===== src/rtl/des_pkg.sv =====
// Shared DES constants and the final-permutation (IP^-1) source table.
// All DES vectors are numbered [1:N] with index 1 as the MSB.
package des_pkg;

    localparam int DES_BLK_W  = 64;
    localparam int DES_HALF_W = 32;
    localparam int FP_ROWS    = 8;
    localparam int FP_COLS    = 8;

    // Source bit for column c (1..8) of row 0 of the FP table.
    // Every following row takes the bit just before, so row r uses base - r.
    function automatic int fp_col_base(input int c);
        int base;
        case (c)
            1:       base = 40;
            2:       base = 8;
            3:       base = 48;
            4:       base = 16;
            5:       base = 56;
            6:       base = 24;
            7:       base = 64;
            default: base = 32;
        endcase
        return base;
    endfunction

    // Source position in the pre-output block for output position pos (1..64).
    function automatic int fp_src(input int pos);
        int r;
        int c;
        r = (pos - 1) / FP_COLS;
        c = ((pos - 1) % FP_COLS) + 1;
        return fp_col_base(c) - r;
    endfunction

endpackage


===== src/rtl/fp_perm.sv =====
// Combinational DES final permutation (inverse of the initial permutation).
// Pure wiring: each output bit picks one pre-output bit from the table.
module fp_perm
    import des_pkg::*;
(
    input  logic [1:DES_BLK_W] in,
    output logic [1:DES_BLK_W] out
);

    // One wire per output position; the source index is an elaboration-time constant.
    for (genvar p = 1; p <= DES_BLK_W; p++) begin : g_bit
        localparam int SRC = fp_src(p);
        assign out[p] = in[SRC];
    end

endmodule


===== src/rtl/des_fp_out.sv =====
// DES output stage: swaps L16/R16, applies the final permutation and
// buffers the result in a small FIFO toward the downstream consumer.
//
// Handshake: a transfer happens on a rising edge where valid && ready are
// both high; the producer holds data stable while valid && !ready, and ready
// never depends combinationally on the same interface's valid.
module des_fp_out
    import des_pkg::*;
#(
    parameter int DEPTH = 2,
    parameter int CNT_W = 16
)
(
    input  logic                  clk,
    input  logic                  rst_n,
    input  logic                  clr,
    input  logic                  in_valid,
    output logic                  in_ready,
    input  logic [1:DES_HALF_W]   l_in,
    input  logic [1:DES_HALF_W]   r_in,
    output logic                  out_valid,
    input  logic                  out_ready,
    output logic [1:DES_BLK_W]    out_data,
    output logic [CNT_W-1:0]      blk_cnt
);

    localparam int AW = $clog2(DEPTH);
    localparam int PW = AW + 1;

    logic [PW-1:0]        wr_ptr;
    logic [PW-1:0]        rd_ptr;
    logic [1:DES_BLK_W]   mem [DEPTH];
    logic [1:DES_BLK_W]   pre;
    logic [1:DES_BLK_W]   perm_data;
    logic                 full;
    logic                 empty;
    logic                 push;
    logic                 pop;

    // 32-bit swap: R16 goes to the upper half of the pre-output block.
    assign pre = {r_in, l_in};

    fp_perm u_fp_perm (
        .in  (pre),
        .out (perm_data)
    );

    // Occupancy flags come from registered pointers only, so in_ready never
    // sees out_ready; a pop while full frees the slot one cycle later.
    always_comb begin
        full  = (wr_ptr[AW] != rd_ptr[AW]) && (wr_ptr[AW-1:0] == rd_ptr[AW-1:0]);
        empty = (wr_ptr == rd_ptr);
        push  = in_valid && !full;
        pop   = out_ready && !empty;
    end

    assign in_ready  = !full;
    assign out_valid = !empty;

    // Write pointer: clear wins over any push in the same cycle.
    always_ff @(posedge clk or negedge rst_n) begin
        if (!rst_n) begin
            wr_ptr <= '0;
        end else if (clr) begin
            wr_ptr <= '0;
        end else if (push) begin
            wr_ptr <= wr_ptr + PW'(1);
        end
    end

    // Read pointer: clear wins over any pop in the same cycle.
    always_ff @(posedge clk or negedge rst_n) begin
        if (!rst_n) begin
            rd_ptr <= '0;
        end else if (clr) begin
            rd_ptr <= '0;
        end else if (pop) begin
            rd_ptr <= rd_ptr + PW'(1);
        end
    end

    // Delivered-block counter, wraps naturally at 2^CNT_W.
    always_ff @(posedge clk or negedge rst_n) begin
        if (!rst_n) begin
            blk_cnt <= '0;
        end else if (clr) begin
            blk_cnt <= '0;
        end else if (pop) begin
            blk_cnt <= blk_cnt + CNT_W'(1);
        end
    end

    // Storage is plain registers without reset; stale contents are masked below.
    always_ff @(posedge clk) begin
        if (push && !clr) begin
            mem[wr_ptr[AW-1:0]] <= perm_data;
        end
    end

    // Head of FIFO straight from storage, forced to zero while empty.
    always_comb begin
        out_data = '0;
        if (!empty) begin
            out_data = mem[rd_ptr[AW-1:0]];
        end
    end

endmodule


===== config.mk =====
export PLATFORM = sky130hd
export DESIGN_NAME = des_fp_out
export DESIGN_NICKNAME = d
export VERILOG_FILES = /design/src/rtl/des_pkg.sv /design/src/rtl/fp_perm.sv /design/src/rtl/des_fp_out.sv
export SDC_FILE = /design/constraint.sdc
export NUM_CORES = 1
export LEC_CHECK = 0
export ABC_AREA = 1
export CAP_MARGIN = 5
export CELL_PAD_IN_SITES_DETAIL_PLACEMENT = 1
export CELL_PAD_IN_SITES_GLOBAL_PLACEMENT = 1
export CORE_UTILIZATION = 34
export CTS_BUF_LIST = sky130_fd_sc_hd__clkbuf_4 sky130_fd_sc_hd__clkbuf_8 sky130_fd_sc_hd__clkbuf_16
export DETAILED_ROUTE_END_ITERATION = 10
export PLACE_DENSITY_LB_ADDON = 0.2
export SYNTH_ARGS = -nofsm -noshare
export SYNTH_HDL_FRONTEND = slang
export SYNTH_SLANG_ARGS = --single-unit

===== constraint.sdc =====
create_clock -name clk -period 5.4 [get_ports clk]
set_clock_uncertainty 0.15 [all_clocks]
set_input_delay 0.81 -clock clk [delete_from_list [all_inputs] [get_ports clk]]
set_output_delay 0.81 -clock clk [all_outputs]
set_load 0.1 [all_outputs]

Yosys cells after proc, flatten, opt, wreduce, memory -nomap -nowiden --
Memory sizes are Yosys's and may differ from the RTL's. Cells that the tools add are included.
Word-level totals: latch bits 0, bits in read-only memories 0, logic and storage cells 28, bits in writable memories 128, memories kept 1, flip-flop bits (word level) 20
Memory list:
- mem | depth 2, bits a word 64, read ports 1, clocked after memory_dff 0, write ports 1, line des_fp_out.sv:32 | logic [1:DES_BLK_W] mem [DEPTH];
Cells by class: equal/unequal tests 3, magnitude comparators 0, add/sub/neg operators 3, mux-type cells 9, reduce and logical (&&, ||, !) cells 9, shift operators 0, bitwise gates (word level) 0, multiply operators 0, div/mod/pow operators 0
Operators with widths (number):
- $mux 64 | 1
- $mux 16 | 2
- $add 16x1->16 const B | 1
- $mux 2 | 4
- $add 2x1->2 const B | 2
- $logic_and 1x1->1 | 4
- $reduce_bool 2->1 | 2
- $logic_not 1->1 | 3
- $eq 2x2->1 | 1
- $mux 1 | 2
- $eq 1x1->1 | 1
- $ne 1x1->1 | 1

Logic depth before layout (Yosys ltp) --
Gate-level depths: netlist of run 1.
depth after elaboration 7, gate-level depth with buffers 10

Cells and area by module --
Synthesis of run 1 repeated with hierarchy kept, for this count alone.
Unflattened totals: cells, all modules 574, area, all modules 6411.1 µm²
By module, submodules not included:
- des_fp_out | instances 1, cells each 510, area each 5930.7 µm²
- fp_perm | instances 1, cells each 64, area each 480.5 µm²

Worst setup path before layout of run 1 --
No wires, ideal clock.
path kind register to register, from register wr_ptr[1], to memory mem[1][0] in the netlist's numbering, enable pin, cell stages (with the launch flop) 8, setup slack -1198 ps, period minus slack after synthesis 6598 ps, library setup time 565 ps, buffers on the path 0, data arrival time 5883 ps, cells stage by stage dfrtp_1 -> inv_1 -> nand2_1 -> nand2_1 -> inv_1 -> nand2_1 -> nand2_1 -> nor3_1
On the way: longest elaborated chain between the ends 7
Ends and longest elaborated chain:
- from (decl) | line des_fp_out.sv:30 | logic [PW-1:0] wr_ptr;
- from (signal assigned) | line des_fp_out.sv:67 | wr_ptr <= wr_ptr + PW'(1);
- $ne 1x1->1 | line des_fp_out.sv:51 | full = (wr_ptr[AW] != rd_ptr[AW]) && (wr_ptr[AW-1:0] == rd_ptr[AW-1:0]);
- $logic_and 1x1->1 | line des_fp_out.sv:51
- $logic_not 1->1
- via in_ready | line des_fp_out.sv:18 | output logic in_ready,
- $logic_and 1x1->1 | line des_fp_out.sv:53 | push = in_valid && !full;
- $logic_and 1x1->1 | line des_fp_out.sv:95 | if (push && !clr) begin
- $mux 1 | line des_fp_out.sv:95
- $mux 1 (implied by the code) | line des_fp_out.sv:96 | mem[wr_ptr[AW-1:0]] <= perm_data;
- to (decl) | line des_fp_out.sv:32
The timed path passes the listed nets, and every way through them passes these cells.

Final worst setup path of run 1 --
from register wr_ptr[0], to output port out_data[41] in the netlist's numbering
On the way: longest elaborated chain between the ends 2
Ends and longest elaborated chain:
- $eq 2x2->1 | line des_fp_out.sv:52 | empty = (wr_ptr == rd_ptr);
- $mux 64 | line des_fp_out.sv:103 | if (!empty) begin
- to (decl) | line des_fp_out.sv:23 | output logic [1:DES_BLK_W] out_data,
Every way passes these cells.

==> flow_metrics.env, run 1 <==
export IMPL_wire_per_inst_um=16.9
export IMPL_r2r_end="mem[0][61]"
export IMPL_drc=0
export IMPL_syn_cell_area_mm2=0.00593
export IMPL_required_ns=4.44
export IMPL_path_clk_slew_ns=0.06
export IMPL_ys_warn_count=0
export IMPL_syn_avg_cell_area_um2=11.6
export IMPL_path_max_fanout=43
export IMPL_maxCapViolations=0
export IMPL_cts_sinks=148
export IMPL_place_inst=864
export IMPL_ys_types=22
export IMPL_drive_gt1_frac=0.161
export IMPL_htree_levels=4
export IMPL_register_area_mm2=0.00435
export IMPL_diodes=0
export IMPL_min_path_cells=2
export IMPL_holdPathEnd="blk_cnt[1]"
export IMPL_setup_violations_final=0
export IMPL_ys_ff_latch=148
export IMPL_fill_cells=1795
export IMPL_cts_tree="done"
export IMPL_rows=47
export IMPL_antenna_found_initial=0
export IMPL_p_switching_mw=1.60
export IMPL_clk_latency_ns=0.42
export IMPL_hold_path_class="reg -> reg"
export IMPL_overflow=0
export IMPL_p_int_mw=2.29
export IMPL_worstHoldStart="blk_cnt[1]"
export IMPL_grt_usage=0.178
export IMPL_clockPowerShare=0.302
export IMPL_outcome="finished clean"
export IMPL_wirelength_um=15100
export IMPL_crit_reg2reg_launch="wr_ptr[1]"
export IMPL_first_pass_iters=6
export IMPL_cts_buffers=17
export IMPL_clock_fmax_ghz=0.280
export IMPL_drt_iter0_drc=170
export IMPL_place_gp_congestion=0.752
export IMPL_final_min_clock_period_ns=3.57
export IMPL_vdd_drop_max_v=0.000275
export IMPL_crit_arrival_ns=2.61
export IMPL_maxSlewViolCount=0
export IMPL_crit_type="reg -> out"
export IMPL_vias=4290
export IMPL_ant_nets=0
export IMPL_nets=733
export IMPL_instances_no_fill=895
export IMPL_end_kind="primary output"
export IMPL_start_util=0.352
export IMPL_fin_tns_setup_ns=0
export IMPL_leakagePower_nw=3.12
export IMPL_postCtsSetupBuffers=0
export IMPL_die_area_mm2=0.0180
export IMPL_seq_power_share=0.340
export IMPL_relSlewSlack=0.212
export IMPL_finalCritPeriodShare=0.662
export IMPL_synth_nets=581
export IMPL_io_pins=151
export IMPL_cts_root_buf="clkbuf_16"
export IMPL_portBuffers=150
export IMPL_grt_max_degree=66
export IMPL_die_height_um=134
export IMPL_cts_buffer_depth=2
export IMPL_start_kind="flip-flop"
export IMPL_worstMarginPinSlew_ns=1.18
export IMPL_die_w_um=134
export IMPL_powerDensity_mw_per_mm2=482
export IMPL_r2r_slack_ns=2.58
export IMPL_syn_to_final_growth_pct=36.6
export IMPL_cts_resized=0
export IMPL_grt_pass1_vias=4460
export IMPL_syn_inst=511
export IMPL_ys_seq_area_frac=0.733
export IMPL_rr_worst_depth=10
export IMPL_netSwitchingFraction=0.412
export IMPL_hold_violations=0
export IMPL_vias_per_cell=4.79
export IMPL_rsz0062_at_grt="no"
export IMPL_hold_buffers=0
export IMPL_combPwrFrac=0.358
export IMPL_core_mm2=0.0168
export IMPL_grt_pass1_wl_um=23800
export IMPL_dp_hpwl_um=9830
export IMPL_multiInputGateArea_mm2=0.00142
## cell families after synthesis
group	Yosys count	synth area share
flip-flops	148	0.733
AO/OA/AOI/OAI	79	0.0680
AND/OR/NAND/NOR	236	0.161
buffers and inverters	43	0.0296
XOR/XNOR	4	0.00591
adder cells (fa/ha/maj)	1	0.00211
## metrics by stage
stage	hold slack [ns]	total power, mW	setup slack (ns)	instance area (um2)	utilization
finish	0.384	3.90	1.83	8100	0.481
global route	0.411	4.04	1.62	8100	0.481
CTS	0.397	3.94	1.74	8100	0.481
detailed placement	0.384	2.76	1.60	7510	0.447
global placement	0.365	2.75	1.66	7510	0.447
floorplan	0.364	2.42	0.753	5930	-
## worst max-delay path: stages, from the launching register on
cell     delay, ns
dfrtp_1       0.40
inv_1         0.16
nand2_1       0.09
nand2_2       0.09
nand2_4       0.07
inv_2         0.60
buf_4         0.39
a21oi_1       0.10
buf_4         0.25
## worst max path at each step
stage / startpoint / end / slack (ns) / depth (start not counted)
2_1_floorplan: wr_ptr[1] / mem[1][0] / 0.75 / 7
3_3_place_gp: clr / mem[0][51] / 1.66 / 5
3_5_place_dp: clr / mem[0][47] / 1.60 / 5
4_1_cts: wr_ptr[0] / out_data[8] / 1.74 / 8
5_1_grt: wr_ptr[0] / out_data[23] / 1.62 / 8
6_report: wr_ptr[0] / out_data[41] / 1.83 / 8
## cells in the final DEF (no fill, tap or decap), drive strengths merged
cell type        n
a21o             1
a21oi           67
buf             69
bufinv           3
clkbuf          20
clkdlybuf4s50   86
clkinv           7
clkinvlp         1
dfrtp           20
edfxtp         128
ha               1
inv             21
nand2          189
nand3           14
nand4           11
nor2            20
nor3             2
o21ai            9
o21bai           2
xor2             4
## registers in the layout, indices dropped and copies added, names as in the netlist
name	count
blk_cnt	16
wr_ptr	2
rd_ptr	2
mem	128
## synthesized netlist by cell type
library cell | count | area, um2
inv_2 | 3 | 11.3
xor2_1 | 4 | 35.0
nand2_1 | 184 | 691
nand4_1 | 11 | 68.8
dfrtp_1 | 20 | 500
nand2_2 | 3 | 18.8
inv_1 | 17 | 63.8
o21ai_0 | 7 | 35.0
nand2_4 | 2 | 22.5
a21o_1 | 1 | 7.51
inv_4 | 1 | 6.26
o21bai_1 | 2 | 15.0
ha_1 | 1 | 12.5
nor3_1 | 2 | 10.0
a21oi_1 | 67 | 335
clkbuf_1 | 12 | 45.0
nand3_1 | 14 | 70.1
o21ai_1 | 2 | 10.0
edfxtp_1 | 128 | 3840
buf_1 | 1 | 3.75
buf_2 | 9 | 45.0
nor2_1 | 20 | 75.1
## layer usage
metal / global-route usage / vias to the layer above / share of wire
li1: - / 2064 / -
met1: 0.203 / 2102 / 0.42
met2: 0.306 / 106 / 0.51
met3: 0.0593 / 18 / 0.055
met4: 0.0699 / 0 / 0.017
met5: 0 / - / 0
## cell type report
cell class                 instances  share of cell area
clock buffer                      20              0.0553
clock inverter                    11              0.0168
inverter                          21              0.0100
multi-input combinational        320               0.175
sequential                       148               0.537
tap                              220              0.0340
timing repair buffer             155               0.172
## power groups by stage
stage                     combinational, mW  sequential (mW)  clock [mW]
final                                  1.40             1.32        1.18
after global routing                   1.45             1.33        1.26
after CTS                              1.41             1.33        1.20
after detailed placement               1.41             1.35           0
after global placement                 1.40             1.35           0
after floorplan                        1.06             1.36           0
No activity file was read; power rests on OpenSTA's default activity.
==> run 2, diff against run 1 <==
Clock period 5.4 ns to 3 ns, I/O delays scaled along.
==> run 2 against run 1 <==
Net effect: final cell count increased by 0.34%; cell area is 11% higher; die area did not move; critical endpoint is now out_data[49].
==> flow_metrics.env, run 2 (synthesized netlist as in run 1, its figures left out) <==
export IMPL_outcome="finished clean"
export IMPL_grtUsageMet2=0.327
export IMPL_fill_cells=1706
export IMPL_die_area_mm2=0.0180
export IMPL_critical_path_depth=5
export IMPL_path_max_fanout=65
export IMPL_htree_levels=4
export IMPL_drt_iter0_drc=181
export IMPL_drive_gt1_frac=0.204
export IMPL_cts_buffer_depth=2
export IMPL_core_mm2=0.0168
export IMPL_vdd_drop_max_v=0.000440
export IMPL_die_w_um=134
export IMPL_diodes=0
export IMPL_rr_worst_depth=10
export IMPL_die_height_um=134
export IMPL_instances_no_fill=898
export IMPL_maxSlewViolCount=0
export IMPL_leakagePower_nw=3.42
export IMPL_grt_pass1_wl_um=25400
export IMPL_cp_slowest_cell="buf_4"
export IMPL_place_inst=866
export IMPL_path_clk_slew_ns=0.06
export IMPL_crit_type="reg -> out"
export IMPL_r2r_slack_ns=0.95
export IMPL_grt_max_degree=66
export IMPL_overflow=0
export IMPL_dp_hpwl_um=10200
export IMPL_register_area_mm2=0.00435
export IMPL_fin_tns_setup_ns=0
export IMPL_setup_slack_ns=0.181
export IMPL_final_min_clock_period_ns=2.82
export IMPL_cp_endpoint="out_data[49]"
export IMPL_required_ns=2.40
export IMPL_end_kind="primary output"
export IMPL_seq_power_share=0.305
export IMPL_start_kind="flip-flop"
export IMPL_relSlewSlack=0.483
export IMPL_p_switching_mw=3.08
export IMPL_antenna_found_initial=1
export IMPL_powerDensity_mw_per_mm2=868
export IMPL_postCtsSetupBuffers=0
export IMPL_cp_cell_sequence="inv_2 -> buf_4 -> nand2_1 -> a21oi_1 -> buf_12"
export IMPL_portBuffers=150
export IMPL_use_met3=0.0646
export IMPL_maxCapViolations=0
export IMPL_clk_latency_ns=0.42
export IMPL_crit_arrival_ns=2.22
export IMPL_vias_per_cell=4.89
export IMPL_rsz0062_at_grt="no"
export IMPL_clock_fmax_ghz=0.355
export IMPL_most_common_layout_cells="180 x nand2_1, 128 x edfxtp_1, 69 x buf_12, 68 x clkdlybuf4s50_1, 67 x a21oi_1"
export IMPL_worstMarginPinSlew_ns=0.776
export IMPL_grt_pass1_vias=4890
export IMPL_drc=0
export IMPL_io_pins=151
export IMPL_netSwitchingFraction=0.394
export IMPL_grt_met1_usage=0.209
export IMPL_crit_family="buffers and inverters"
export IMPL_ant_nets=0
export IMPL_multiInputGateArea_mm2=0.00145
export IMPL_hold_path_class="in -> async"
export IMPL_nets=735
export IMPL_r2r_end="mem[0][1]"
export IMPL_max_stage_delay_ns=0.54
export IMPL_hold_buffers=0
export IMPL_syn_to_final_growth_pct=52.0
export IMPL_combPwrFrac=0.405
export IMPL_hold_ws_ns=0.268
export IMPL_start_util=0.352
export IMPL_cp_startpoint="rd_ptr[0]"
export IMPL_pre_cts_ws_ns=0.447
export IMPL_finalCritPeriodShare=0.940
export IMPL_critPathBufInv=3
export IMPL_largest_reg_flops=128
export IMPL_final_common_cell="nand2_1"
export IMPL_cts_sinks=148
export IMPL_crit_reg2reg_launch="rd_ptr[1]"
export IMPL_top_usage_layer="met2"
export IMPL_wire_per_inst_um=17.8
export IMPL_clockPowerShare=0.290
export IMPL_cts_root_buf="clkbuf_16"
export IMPL_grt_usage=0.189
export IMPL_place_gp_congestion=0.800
export IMPL_p_int_mw=4.74
export IMPL_setup_violations_final=0
export IMPL_hold_violations=0
export IMPL_cts_tree="done"
export IMPL_cts_buffers=17
export IMPL_vias=4392
export IMPL_first_pass_iters=4
export IMPL_rows=47
export IMPL_wirelength_um=16000
-- run 2: cell types whose count changed in the layout (fill, tap and decap cells not counted), sizes merged --
cell	change
clkdlybuf4s50	-18
clkinv	-1
inv	+2
clkinvlp	+1
clkbuf	-2
bufinv	+1
buf	+20
-- run 2: worst min-delay path by stage --
stage                           start           to  slack, ns  cells past startpoint
final                           rst_n   blk_cnt[8]       0.27                      1
after global routing            rst_n   blk_cnt[8]       0.29                      1
after CTS                       rst_n   blk_cnt[8]       0.26                      1
after detailed placement   blk_cnt[1]   blk_cnt[1]       0.38                      2
after global placement    blk_cnt[15]  blk_cnt[15]       0.37                      2
after floorplan                 rst_n   blk_cnt[0]      0.004                      0
-- run 2: worst reg2reg max path: stages, from the launching register on --
cell and delay [ns]:
dfrtp_1 0.39, inv_1 0.10, nand2_1 0.09, nand2_2 0.11
inv_2 0.07, nand2_8 0.08, nand2_4 0.07, inv_1 0.07
nand3_1 0.12, inv_2 0.10, buf_12 0.34
-- run 2: per-layer routing --
| layer | part of all wire | routed length [um] |
|---|---|---|
| met1 | 0.39 | 6290 |
| met2 | 0.52 | 8240 |
| met3 | 0.067 | 1080 |
| met4 | 0.022 | 346 |
| met5 | 0.00081 | 13 |
-- run 2: what timing repair did --
item,4_1_cts,5_1_grt
gates resized for setup,1,0
endpoints found under the hold margin,0,0
endpoints found under the setup margin,33,0
-- run 2: cell type report --
| class | count | area share |
|---|---|---|
| multi-input cells | 320 | 0.161 |
| inverters | 21 | 0.00931 |
| flip-flops and latches | 148 | 0.483 |
| clock buffers | 18 | 0.0481 |
| clock inverters | 14 | 0.0226 |
| repair buffers | 157 | 0.246 |
| well taps | 220 | 0.0306 |
-- run 2: power groups by stage --
stage | logic [mW] | clock network, mW | registers, mW
after detailed placement | 3.18 | 0 | 2.43
after global placement | 3.16 | 0 | 2.42
after CTS | 3.20 | 2.33 | 2.39
final | 3.16 | 2.27 | 2.38
after floorplan | 1.92 | 0 | 2.45
after global routing | 3.28 | 2.40 | 2.39
-- run 2: stage by stage --
| step | power [mW] | utilization | instance area [um2] |
|---|---|---|---|
| after floorplan | 4.37 | - | 5970 |
| after CTS | 7.91 | 0.535 | 9000 |
| after global routing | 8.07 | 0.535 | 9000 |
| after detailed placement | 5.61 | 0.497 | 8370 |
| after global placement | 5.58 | 0.497 | 8370 |
| final | 7.82 | 0.535 | 9000 |
